### config.mk
export PLATFORM = sky130hd
export DESIGN_NAME = alu_serial_exec
export DESIGN_NICKNAME = d
export VERILOG_FILES = /design/src/rtl/alu_serial_exec.sv
export SDC_FILE = /design/constraint.sdc
export NUM_CORES = 1
export LEC_CHECK = 0
export ABC_CLOCK_PERIOD_IN_PS = 6200
export CAP_MARGIN = 20
export CORE_UTILIZATION = 30
export CTS_CLUSTER_SIZE = 14
export DETAILED_ROUTE_END_ITERATION = 8
export PLACE_DENSITY = 0.62
export SLEW_MARGIN = 20
export SYNTH_ARGS = -nofsm -noshare
export SYNTH_HDL_FRONTEND = slang
export SYNTH_SLANG_ARGS = --single-unit
### constraint.sdc
create_clock -name clk -period 6.2 [get_ports clk]
set_input_delay 0.62 -clock clk [delete_from_list [all_inputs] [get_ports clk]]
set_output_delay 0.62 -clock clk [all_outputs]
set_load 0.05 [all_outputs]
### src/rtl/alu_serial_exec.sv
// Digit-serial execute-stage ALU (AND/OR/ADD/SUB/SLT) with valid/ready on both sides.
// Optional signed-overflow output enabled by defining ALU_OVERFLOW_EN.
module alu_serial_exec #(
  parameter int unsigned XLEN  = 32,
  parameter int unsigned DIGIT = 4
) (
  input  logic            clk,
  input  logic            rst,
  input  logic            in_valid,
  output logic            in_ready,
  input  logic [3:0]      alu_ctrl,
  input  logic [XLEN-1:0] op_a,
  input  logic [XLEN-1:0] op_b,
  output logic            out_valid,
  input  logic            out_ready,
  output logic [XLEN-1:0] result,
  output logic            zero,
  output logic            illegal
`ifdef ALU_OVERFLOW_EN
  ,
  output logic            overflow
`endif
);

  localparam int unsigned N    = XLEN / DIGIT;
  localparam int unsigned CntW = (N > 1) ? $clog2(N) : 1;
  localparam logic [CntW-1:0] CntLast = CntW'(N - 1);

  typedef enum logic [1:0] {StIdle, StBusy, StDone} state_e;
  typedef enum logic [2:0] {OpAnd, OpOr, OpAdd, OpSub, OpSlt, OpIll} op_e;

  state_e          state_q;
  op_e             op_q, acc_op;
  logic [XLEN-1:0] a_q, b_q, res_q;
  logic [CntW-1:0] cnt_q;
  logic            carry_q, nz_q, zero_q, illegal_q;
  logic            in_ready_q, out_valid_q;
`ifdef ALU_OVERFLOW_EN
  logic            ovf_q;
`endif

  logic [DIGIT-1:0] a_dig, b_dig, b_eff, dig_res;
  logic [DIGIT:0]   sum;
  logic             sub_op, dig_ovf, slt_bit, last;

  always_comb begin
    unique case (alu_ctrl)
      4'b0000: acc_op = OpAnd;
      4'b0001: acc_op = OpOr;
      4'b0010: acc_op = OpAdd;
      4'b0110: acc_op = OpSub;
      4'b0111: acc_op = OpSlt;
      default: acc_op = OpIll;
    endcase
  end

  // Operands are shifted right each cycle, so the current digit is always the low digit.
  always_comb begin
    a_dig   = a_q[DIGIT-1:0];
    b_dig   = b_q[DIGIT-1:0];
    sub_op  = (op_q == OpSub) || (op_q == OpSlt);
    b_eff   = sub_op ? ~b_dig : b_dig;
    sum     = {1'b0, a_dig} + {1'b0, b_eff} + (DIGIT + 1)'(carry_q);
    // Only meaningful on the top digit: signed overflow of the full-width sum.
    dig_ovf = (a_dig[DIGIT-1] == b_eff[DIGIT-1]) && (sum[DIGIT-1] != a_dig[DIGIT-1]);
    slt_bit = sum[DIGIT-1] ^ dig_ovf;
    last    = (cnt_q == CntLast);
    dig_res = '0;
    unique case (op_q)
      OpAnd:               dig_res = a_dig & b_dig;
      OpOr:                dig_res = a_dig | b_dig;
      OpAdd, OpSub, OpSlt: dig_res = sum[DIGIT-1:0];
      default:             dig_res = '0;
    endcase
  end

  always_ff @(posedge clk or posedge rst) begin
    if (rst) begin
      state_q     <= StIdle;
      op_q        <= OpAnd;
      a_q         <= '0;
      b_q         <= '0;
      res_q       <= '0;
      cnt_q       <= '0;
      carry_q     <= 1'b0;
      nz_q        <= 1'b0;
      zero_q      <= 1'b0;
      illegal_q   <= 1'b0;
      in_ready_q  <= 1'b1;
      out_valid_q <= 1'b0;
`ifdef ALU_OVERFLOW_EN
      ovf_q       <= 1'b0;
`endif
    end else begin
      unique case (state_q)
        StIdle: begin
          if (in_valid) begin
            state_q    <= StBusy;
            op_q       <= acc_op;
            a_q        <= op_a;
            b_q        <= op_b;
            res_q      <= '0;
            cnt_q      <= '0;
            carry_q    <= (acc_op == OpSub) || (acc_op == OpSlt);
            nz_q       <= 1'b0;
            zero_q     <= 1'b0;
            illegal_q  <= 1'b0;
            in_ready_q <= 1'b0;
`ifdef ALU_OVERFLOW_EN
            ovf_q      <= 1'b0;
`endif
          end
        end
        StBusy: begin
          a_q     <= a_q >> DIGIT;
          b_q     <= b_q >> DIGIT;
          carry_q <= sum[DIGIT];
          nz_q    <= nz_q | (|dig_res);
          if (last) begin
            state_q     <= StDone;
            cnt_q       <= '0;
            out_valid_q <= 1'b1;
            illegal_q   <= (op_q == OpIll);
            if (op_q == OpSlt) begin
              res_q  <= XLEN'(slt_bit);
              zero_q <= ~slt_bit;
            end else begin
              res_q  <= {dig_res, res_q[XLEN-1:DIGIT]};
              zero_q <= ~(nz_q | (|dig_res));
            end
`ifdef ALU_OVERFLOW_EN
            ovf_q <= ((op_q == OpAdd) || (op_q == OpSub)) && dig_ovf;
`endif
          end else begin
            cnt_q <= cnt_q + 1'b1;
            res_q <= {dig_res, res_q[XLEN-1:DIGIT]};
          end
        end
        StDone: begin
          if (out_ready) begin
            state_q     <= StIdle;
            out_valid_q <= 1'b0;
            in_ready_q  <= 1'b1;
          end
        end
        default: state_q <= StIdle;
      endcase
    end
  end

  assign in_ready  = in_ready_q;
  assign out_valid = out_valid_q;
  assign result    = res_q;
  assign zero      = zero_q;
  assign illegal   = illegal_q;
`ifdef ALU_OVERFLOW_EN
  assign overflow  = ovf_q;
`endif

endmodule
Word-level counts from Yosys, hierarchy flattened
Index checks and enable logic that the tools add are counted.
{"block": "totals", "regBits": 110, "input_bits": 72, "output_inout_bits": 36, "word_cells": 90}
{"block": "classes", "n_addsub": 3, "bitwise": 7, "n_mux": 32, "eq_ne": 19, "reduce_logical": 17}
{"operator": "case mux 32 bit (2 select lines)", "count": 3}
{"operator": "2-to-1 mux 32 bit", "count": 5}
{"operator": "case mux 3 bit (5 select lines)", "count": 1}
{"operator": "== test 3 bit (second input constant)", "count": 4}
{"operator": "case mux 1 bit (2 select lines)", "count": 6}
{"operator": "case mux 4 bit (3 select lines)", "count": 1}
{"operator": "AND reduction 3 bit", "count": 4}
{"operator": "== test 3 x 2 -> 1 bit (second input constant)", "count": 3}
{"operator": "== test 4 x 3 -> 1 bit (second input constant)", "count": 2}
{"operator": "2-to-1 mux 1 bit", "count": 8}
{"operator": "2-to-1 mux 2 bit", "count": 3}
{"operator": "2-to-1 mux 3 bit", "count": 2}
{"operator": "!= test 2 bit (second input constant)", "count": 3}
{"operator": "case mux 2 bit (3 select lines)", "count": 1}
{"operator": "case mux 3 bit (2 select lines)", "count": 1}
{"operator": "nonzero test 2 bit", "count": 3}
{"operator": "adder 4 x 4 -> 5 bit", "count": 1}
{"operator": "adder 5 x 1 -> 5 bit", "count": 1}
{"operator": "bitwise AND 4 bit", "count": 1}
{"operator": "== test 4 x 1 -> 1 bit (second input constant)", "count": 1}
{"operator": "== test 4 x 2 -> 1 bit (second input constant)", "count": 1}
{"operator": "logical NOT 4 bit", "count": 1}
{"operator": "2-to-1 mux 4 bit", "count": 1}
{"operator": "inverter 4 bit", "count": 1}
{"operator": "17 further kinds", "count": 20}

Logic depth before layout (Yosys ltp)
{"block": "logic_depth", "ltp_word": 12, "depth_mapped": 13}

Least setup slack after synthesis
No wires, ideal clock.
{"block": "synth_path", "kind": "flip-flop to flip-flop", "start": "reg op_q[1]", "end": "reg nz_q", "slack_ns": 3.420, "n_path_buf": 1, "setup_ns": 0.137, "t_arrival_ns": 2.643, "path_stages_with_launch": 13, "period_less_slack_ns": 2.780, "path_cell_list": "dfrtp_1 buf_2 nor2b_1 nand2_1 nand2_1 xnor2_1 fa_1 inv_1 fa_1 mux2i_1 o21ai_1 or4_1 a2bb2oi_1"}
{"block": "synth_between", "elab_chain_cells": 9}
{"element": "from (decl)", "line": "33", "text": "op_e op_q, acc_op;"}
{"element": "from (signal assigned)", "line": "80", "text": "op_q <= OpAnd;"}
{"element": "from (signal assigned)", "line": "99", "text": "op_q <= acc_op;"}
{"element": "== test 3 x 2 -> 1 bit or == test 3 bit (tied branches)", "line": "61, 69"}
{"element": "logical OR 1 bit", "line": "61", "text": "sub_op = (op_q == OpSub) || (op_q == OpSlt);"}
{"element": "2-to-1 mux 4 bit", "line": "62", "text": "b_eff = sub_op ? ~b_dig : b_dig;"}
{"element": "adder 4 x 4 -> 5 bit", "line": "63", "text": "sum = {1'b0, a_dig} + {1'b0, b_eff} + (DIGIT + 1)'(carry_q);"}
{"element": "adder 5 x 1 -> 5 bit", "line": "63"}
{"element": "case mux 4 bit (3 select lines) *", "line": "69", "text": "unique case (op_q)"}
{"element": "OR reduction 4 bit *", "line": "118", "text": "nz_q <= nz_q | (|dig_res);"}
{"element": "OR 1 bit *", "line": "118"}
{"element": "case mux 1 bit (2 select lines) *", "line": "95", "text": "unique case (state_q)"}
{"element": "to (signal assigned)", "line": "118"}
{"element": "to (decl)", "line": "36", "text": "logic carry_q, nz_q, zero_q, illegal_q;"}
Every way passes the cells marked *; elsewhere a longest branch is shown, timed or not.
A chain may end at the register's enable or synchronous reset.

Final worst setup path
Same ends and word-level chain as after synthesis.

==> run_results.csv <==
group,metric,value,unit
status,outcome,"finished clean",
finish,fin_util,40.76,%
cts,clk_pin_slew_worst_paths,0.07,ns
yosys,synth_most_common_cell,"nand2_1",
sta,fin_crit,3.111,ns
die,io_pins,108,
sta,hold_ws,0.4997,ns
die,die-area,16970,µm²
finish,drive_above_1_share,5.314,%
yosys,synth_xor_area_share,0.8872,%
route,drc,0,
yosys,synth_top_family_by_area,"simple AND/OR/NAND/NOR gates",
yosys,yosys-top-cells-count,"144 x nand2_1, 109 x dfrtp_1, 62 x nor2_1",
worst_setup_path,arrival,3.35,ns
worst_setup_path,slowest_stage,"dfrtp_1",
die,rows,46,
placement,dpl.cell_count,821,
yosys,syn-mean-instance-area,9.331,µm²
worst_setup_path,cp_cell_sequence,"nor2b_1 > nand2_1 > nand2_1 > xnor2_1 > fa_1 > inv_1 > fa_1 > mux2i_1 > o21ai_1 > or4_1 > a2bb2oi_1",
sta,slew_violations,0,
route,drt_wl_total,11.85,mm
yosys,synth_top_cell_area_share,55.26,%
worst_setup_path,crit_type,"reg -> reg",
pwr,finalPower,0.003640,W
pwr,power_density,558.2,nW/µm²
global_route,grt_usage,14.67,%
finish,num_antenna_cells,0,
yosys,synth_compound_area_share,17.16,%
worst_hold_path,hp-class,"reg -> reg",
pwr,clkPwrFrac,17.4,%
die,die-height,130.3,µm
cts,clock_path_buffers,2,
pwr,internal-power,0.002074,W
finish,nets,695,
sta,finalClockSkew,0.007769,ns
finish,regArea,2754,µm²
yosys,synth_area,4936,µm²
cts,cts_setup_buffers,0,
sta,rsz0062_at_grt,"no",
sta,finalHoldViolCount,0,
cts,clkLatencyLatePin,0.35,ns
worst_setup_path,cp_max_fo,9,
sta,tns,0,ns
yosys,synth-simple-area-share,19.11,%
worst_setup_path,r2r_slack,3.09,ns
pwr,p_leak,2.866,nW
yosys,synthArstFlopShare,100.0,%
die,start_util,30.85,%
pwr,combPwrFrac,47.8,%
worst_setup_path,slowest_delay,0.51,ns
yosys,synth_fa_ha_area_share,2.940,%
finish,syn_to_final_growth,32.12,%
sta,setup_viol,0,
sta,fmaxAchievable,321.4,MHz
global_route,overflow,0,
yosys,netlist_instances,529,
pwr,seqPwrFrac,34.7,%
route,post_drt_wl_per_cell,14.16,µm
placement,gp_congestion,0.9048,
global_route,grt_antenna_before_repair,0,
cts,clkSinkCount,110,
worst_setup_path,crit_required,6.44,ns
route,firstDrtPassIters,4,
worst_setup_path,start_kind,"flop",
global_route,grt_pass1_vias,3869,
route,vias,4086,
worst_setup_path,crit_path_end_kind,"flop",
pwr,p_sw_share,43.03,%
yosys,synth-seq-cells,110,
yosys,synthMuxAreaShare,0.2028,%
cts,cts_tree,"yes",
cts,holdBufCountCts,0,
route,viasPerCell,4.882,
yosys,synth_top_flop_cell,"dfrtp_1",
yosys,synth_edf_count,0,
finish,num-fill-cells,1618,
finish,stdcell_count,837,
worst_setup_path,crit_buf_inv,1,
cts,htreeDepth,3,
placement,port_buffers,107,
cts,cts_root_buf,"clkbuf_16",
yosys,ys_seq_area_share,55.79,%
yosys,ys_types,46,
route,drt_iter0_drc,212,
pwr,p_switching,0.001566,W
die,fp.coreArea,16000,µm²
cts,cts_buffers,9,
job,cap_violations,0,
sta,tightest_slew,0.8037,ns
yosys,synth_fp_nets,608,
yosys,ys_warn_count,0,
global_route,grt_max_degree,124,
die,die_w,130.3,µm
yosys,synth_area_leaders,"dfrtp_1 55%, nand2_1 11%, a31oi_1 7.1%",
global_route,grt_pass1_wl,19.25,mm
finish,multi_input_area,2011,µm²
sta,period_share,50.18,%
route,ant_nets,0,
cts,ctsResizeCount,0,
worst_setup_path,critical_path.top_delay_family,"simple AND/OR/NAND/NOR gates",
yosys,yosys.area.top_type,"dfrtp_1",
sta,relSlewSlack,46.42,%
pwr,ir_drop,0.2592,mV
placement,dp_hpwl,8.032,mm
[layout by cell type, fill, tap and decap left out, types with 2 or more instances in the layout]
| cell type | instances |
|---|---|
| xor2_1 | 4 |
| a21o_1 | 3 |
| a21oi_1 | 5 |
| a31oi_1 | 56 |
| clkdlybuf4s50_1 | 107 |
| or4_1 | 2 |
| clkinv_4 | 2 |
| bufinv_16 | 2 |
| nor2_1 | 60 |
| clkbuf_16 | 9 |
| o21ai_0 | 10 |
| o21ai_1 | 4 |
| nor3_1 | 2 |
| nand3b_1 | 2 |
| ha_1 | 5 |
| maj3_1 | 2 |
| nand3_1 | 11 |
| nor2b_1 | 2 |
| fa_1 | 2 |
| nand2b_1 | 2 |
| maj3_2 | 2 |
| buf_4 | 5 |
| nand2_1 | 144 |
| inv_1 | 8 |
| a22o_1 | 31 |
| dfrtp_1 | 109 |
[kinds of logic after synthesis]
kind of cell             Yosys count
AND/OR/NAND/NOR                  234
buffers and inverters             46
AO/OA/AOI/OAI                    122
flip-flops                       110
adder cells (fa/ha/maj)           11
XOR/XNOR                           5
multiplexers                       1
[worst paths after layout]
path,from,to,cells past startpoint
min in group asynchronous,rst,state_q[1],2
max reg2reg,op_q[1],nz_q,11
min reg2reg,b_q[28],b_q[28],2
min,b_q[28],b_q[28],2
max,op_q[1],nz_q,11
max in group asynchronous,rst,b_q[19],3
[power by group through the flow]
stage | Sequential, W | Combinational (W) | Clock [W]
6_report | 0.00126 | 0.00174 | 0.000635
5_1_grt | 0.00130 | 0.00194 | 0.000681
4_1_cts | 0.00126 | 0.00175 | 0.000652
3_5_place_dp | 0.00128 | 0.00175 | 0
3_3_place_gp | 0.00127 | 0.00170 | 0
2_1_floorplan | 0.00148 | 0.00105 | 0
[final cells by class]
cell class,count,area share [%]
inverters,9,0.5564
repair buffers,113,17.17
flip-flops and latches,110,42.23
well taps,216,4.144
multi-input cells,373,30.83
clock buffers,9,3.454
clock inverters,7,1.612
[worst register-to-register path, stage by stage (launching register included)]
cell and delay (ns):
dfrtp_1 0.51, nor2b_1 0.28, nand2_1 0.11, nand2_1 0.20, xnor2_1 0.12, fa_1 0.39, inv_1 0.08, fa_1 0.44
mux2i_1 0.15, o21ai_1 0.10, or4_1 0.48, a2bb2oi_1 0.14
[sequential cells by signal (all words and copies together) (netlist names)]
name	cells
a_q	32
zero	1
state_q	2
b_q	32
result	32
carry_q	1
cnt_q	3
in_ready	1
out_valid	1
nz_q	1
illegal	1
op_q	3
[routing by layer]
metal	global-route usage, %	routed length [µm]
met2	22.53	5355
met3	5.248	718
met4	3.762	161
met5	0	0
met1	19.56	5619
[stage by stage]
step / setup slack (ns) / cell area [µm²]
6_report: 3.089 / 6521
5_1_grt: 2.885 / 6521
4_1_cts: 3.130 / 6518
3_5_place_dp: 3.142 / 6187
3_3_place_gp: 3.291 / 6187
2_1_floorplan: 2.679 / 4936
Power figures use the tool's default switching activity.
==> variant 1 (same flow settings) <==
The parameter `DIGIT` goes from 4 to 8.
--- a/src/rtl/alu_serial_exec.sv
+++ b/src/rtl/alu_serial_exec.sv
@@ -2,7 +2,7 @@
 // Optional signed-overflow output enabled by defining ALU_OVERFLOW_EN.
 module alu_serial_exec #(
   parameter int unsigned XLEN  = 32,
-  parameter int unsigned DIGIT = 4
+  parameter int unsigned DIGIT = 8
 ) (
   input  logic            clk,
   input  logic            rst,
Formal check against the unedited RTL: not equivalent (Yosys sat finds a counterexample within 4 cycles, from zero or initial values and one cycle with rst high).
==> variant 1 against the unedited design <==
- first-iteration DRC count is 20% higher
- critical path depth is 3 higher
- final area is 3.6% higher
- sequential cell count is 1 lower
- area after synthesis is 4.6% higher
- power is 15% higher
- routed wire length is 3.4% higher
- global-route usage is 0.076 points lower
- worst setup slack worse by 0.80 ns
- sequential share of layout area is 1.9 points lower
- core utilization is 0.29 points lower
- sequential power is 3% higher
- die area is 4.6% higher
- highest routed layer unchanged
==> variant 1: results (changes against the unedited design) <==
Post-Place Worst Slack 2.307 ns (was 3.142 ns); total power 0.004204 W (was 0.003640 W); clk_skew 0.009714 ns (was 0.007769 ns); peak supply drop 0.3165 mV (was 0.2592 mV); crit path DAT 4.16 ns (was 3.35 ns); Global Route Usage Sum 14.59% (was 14.67%); Placer Congestion 0.8365 (was 0.9048); Synth top cells by count nand2_1, dfrtp_1, nor2_1 (unchanged); top cells by area, synth dfrtp_1, nand2_1, a31oi_1, a22o_1, nor2_1 (unchanged); dpl cell area 0.006425 mm^2 (was 0.006187 mm^2); Worst-Margin Slew 1.039 ns (was 0.8037 ns); routed wl met2 5.272 mm (was 5.355 mm); CP max stage delay 0.58 ns (was 0.51 ns); NetSw 0.001913 W (was 0.001566 W); hold slack 0.5049 ns (was 0.4997 ns); largest net degree at the start of global routing 117 (was 124); fin worst setup slack 2.285 ns (was 3.089 ns); first-pass GRT wire length 20.78 mm (was 19.25 mm); Vias 4315 (was 4086); Routed met1 length 5.984 mm (was 5.619 mm); outcome complete, no violations (unchanged); Iter 0 DRT Violations 254 (was 212); Mapped Nets 645 (was 608); Clock group 0.000636 W (was 0.000635 W); sequential element share of the synthesized area 52.83% (was 55.79%); final net count 732 (was 695)
==> variant 1: changes by cell type after synthesis, moves of 3 or more <==
cell      delta
nand3_1     +10
buf_2        -9
a21oi_1      +7
a31oi_1      -6
clkbuf_1     +6
xor2_1       +5
ha_1         +3
nand2_1      +3
==> variant 1: logic make-up after synthesis <==
kind of cell,count (synthesis),share of synthesized area (%)
and+or+nand+nor,248,19.79
AOI/OAI and AO/OA,129,17.18
DFF,109,52.83
buffers and inverters,46,3.658
adders and majority gates,16,3.925
xor gates and xnor gates,12,2.035
muxes,3,0.5814
==> variant 1: cell type report <==
type | count | area [um^2] | area share [%]
multi-input cells | 408 | 2268 | 33.56
well taps | 220 | 275.3 | 4.073
flip-flops and latches | 109 | 2729 | 40.37
clock buffers | 9 | 225.2 | 3.332
clock inverters | 7 | 108.9 | 1.611
inverters | 9 | 36.28 | 0.5368
repair buffers | 113 | 1116 | 16.51
==> variant 1: how the worst min path moves through the flow <==
stage             start        to  cells after the start
2_1_floorplan      nz_q      nz_q                      1
3_3_place_gp    a_q[31]   a_q[31]                      2
3_5_place_dp    a_q[26]   a_q[26]                      2
4_1_cts        cnt_q[0]  cnt_q[0]                      1
5_1_grt         a_q[27]   a_q[27]                      2
6_report        a_q[27]   a_q[27]                      2
==> variant 1: routing by layer <==
metal,vias to the layer above,global-route usage (%)
met5,-,0
met4,0,6.629
met3,24,3.349
met2,129,20.91
met1,2040,20.83
li1,2122,-
==> variant 1: worst min-delay path: cells and delay by family (launching register included) <==
family / cells / cell delay [ns]
and+or+nand+nor: 2 / 0.13
DFF: 1 / 0.35
==> variant 2 (same settings) <==
Made on the original files. Make the reset (`rst`) synchronous in one clocked block.
--- a/src/rtl/alu_serial_exec.sv
+++ b/src/rtl/alu_serial_exec.sv
@@ -74,7 +74,7 @@
     endcase
   end
 
-  always_ff @(posedge clk or posedge rst) begin
+  always_ff @(posedge clk) begin
     if (rst) begin
       state_q     <= StIdle;
       op_q        <= OpAnd;
Formal check against the unedited RTL: differs if rst is asserted again (counterexample within 4 cycles, from zero or initial values and one cycle with rst high); with rst held inactive, the same outputs for 4 cycles.
==> variant 2 against the unedited design <==
- maximum frequency shrank 1.5%
- worst setup slack got worse by 0.047 ns
- critical path type unchanged
- global-route usage up 1.1 points
- critical endpoint is now zero
- via count is 6.6% higher
- area after synthesis fell by 3.4%
- final area shrank 5.1%
- routed wire length up 5.3%
- sequential cell count is the same
Power is not compared: it rests on default switching activity, and its combinational part moved more than twofold at a synthesized area within 25%.
==> variant 2: results (changes against the unedited design) <==
outcome complete, no violations (unchanged); complex-gate fraction of the synthesized area 21.25% (was 17.16%); number of synthesis warnings 0 (unchanged); CTS Root Cell clkbuf_16 (unchanged); clk_skew 0.005802 ns (was 0.007769 ns); largest net degree at the start of global routing 109 (was 124); Mapped Nets 664 (was 608); Post-Place Worst Slack 3.141 ns (was 3.142 ns); class of the worst hold path reg2reg (unchanged); Total Wirelength 12.49 mm (was 11.85 mm); dpl cell area 0.005903 mm^2 (was 0.006187 mm^2); mux contribution to synthesized area 0% (was 0.2028%); clock-pin slew on the worst setup and hold paths 0.07 ns (about the same); Post-synth ARST share 0% (was 100.0%); leakage 2.243 nW; CP max FO 12 (was 9); Synth top cells by count nand2_1, dfxtp_1, nor2_1 (was nand2_1, dfrtp_1, nor2_1); Placer Congestion 0.8836 (was 0.9048); Vias 4357 (was 4086); Ant. Diodes 0 (unchanged); vias in the first global route 4258 (was 3869); Cells after DPL 857 (was 821); worst-skew pair later-pin latency 0.35 ns (about the same); XOR/XNOR Fraction of Synth Area 0.9184% (was 0.8872%); top cells by area, synth dfxtp_1, a311oi_1, nand2_1, nor2_1, a22oi_1 (was dfrtp_1, nand2_1, a31oi_1, a22o_1, nor2_1); final net count 736 (was 695); post-CTS sizing 0 (unchanged); Pre-antenna DRT Iters 5 (was 4); CP top delay family compound AO/OA/AOI/OAI gates (was simple AND/OR/NAND/NOR gates); Adder-Cell Fraction of Synth Area 2.598% (was 2.940%); Global Route Usage Sum 15.78% (was 14.67%); Iter 0 DRT Violations 272 (was 212); NetSw 0.0004241 W; via/cell ratio 4.997 (was 4.882); layout cell share with drive strength beyond 1 4.085% (was 5.314%); Worst slew margin 33.57% (was 46.42%); Synth cell types 48 (was 46); first-pass GRT wire length 20.77 mm (was 19.25 mm); crit path DAT 3.40 ns (was 3.35 ns); DP HPWL 8.164 mm (was 8.032 mm); sequential element share of the synthesized area 46.18% (was 55.79%); total CTS buffers 9 (unchanged); Primary FF master, synth dfxtp_1 (was dfrtp_1); average size of a mapped cell 8.151 um^2 (was 9.331 um^2); CP max stage delay 0.59 ns (was 0.51 ns); CP max stage cell dfxtp_1 (was dfrtp_1)
==> variant 2: path summary, 6_finish.rpt <==
path / startpoint / endpoint / slack, ns / cells after the start
hold reg to reg: b_q[30] / b_q[30] / 0.47 / 2
hold / removal: b_q[30] / b_q[30] / 0.47 / 2
setup reg to reg: op_q[1] / zero / 3.04 / 12
setup / recovery: op_q[1] / zero / 3.04 / 12
==> variant 2: worst register-to-register path, cell delays in order, from the launching register on <==
cell	delay (ns)
dfxtp_1	0.59
nor2_1	0.10
nand2_1	0.18
o21ai_1	0.22
xnor2_1	0.23
fa_1	0.22
inv_1	0.06
fa_1	0.52
inv_1	0.05
a221oi_1	0.36
a21oi_1	0.11
and4b_1	0.22
a21bo_2	0.20
==> variant 2: through the flow <==
step	utilization, %	power [W]	hold WS (ns)
after floorplan	-	0.0009710	0.4483
after global placement	38.36	0.001052	0.4555
after detailed placement	38.40	0.001062	0.4590
after CTS	40.25	0.001631	0.4686
after global routing	40.25	0.001693	0.4846
final	40.25	0.001612	0.4674
==> variant 2: cell type report <==
class,instances,area [um^2]
clock inverter,1,30.03
clock buffer,14,254.0
multi-input combinational,417,2305
sequential,110,2202
timing repair buffer,112,1106
tap,211,264.0
inverter,7,26.28
fill,1517,9184
==> variant 2: power by group through the flow <==
stage | Combinational (W) | Sequential (W) | Clock [W]
floorplan | 0.000175 | 0.000796 | 0
global placement | 0.000253 | 0.000799 | 0
detailed placement | 0.000261 | 0.000800 | 0
CTS | 0.000263 | 0.000785 | 0.000583
global route | 0.000293 | 0.000791 | 0.000610
finish | 0.000262 | 0.000785 | 0.000564
==> variant 2: kinds of logic after synthesis <==
kind of cell / count (synthesis)
AO/OA/AOI/OAI: 136
XOR/XNOR: 5
adder cells (fa/ha/maj): 9
buffers and inverters: 58
flip-flops: 110
AND/OR/NAND/NOR: 267
==> variant 2: layer usage <==
layer  global-route usage (%)  wire (um)  vias to the layer above
met5                        0          0                        -
met4                    6.228        206                        0
met3                    3.506        526                       21
met2                    25.61       5873                      100
met1                    20.34       5882                     2046
li1                         -          -                     2190
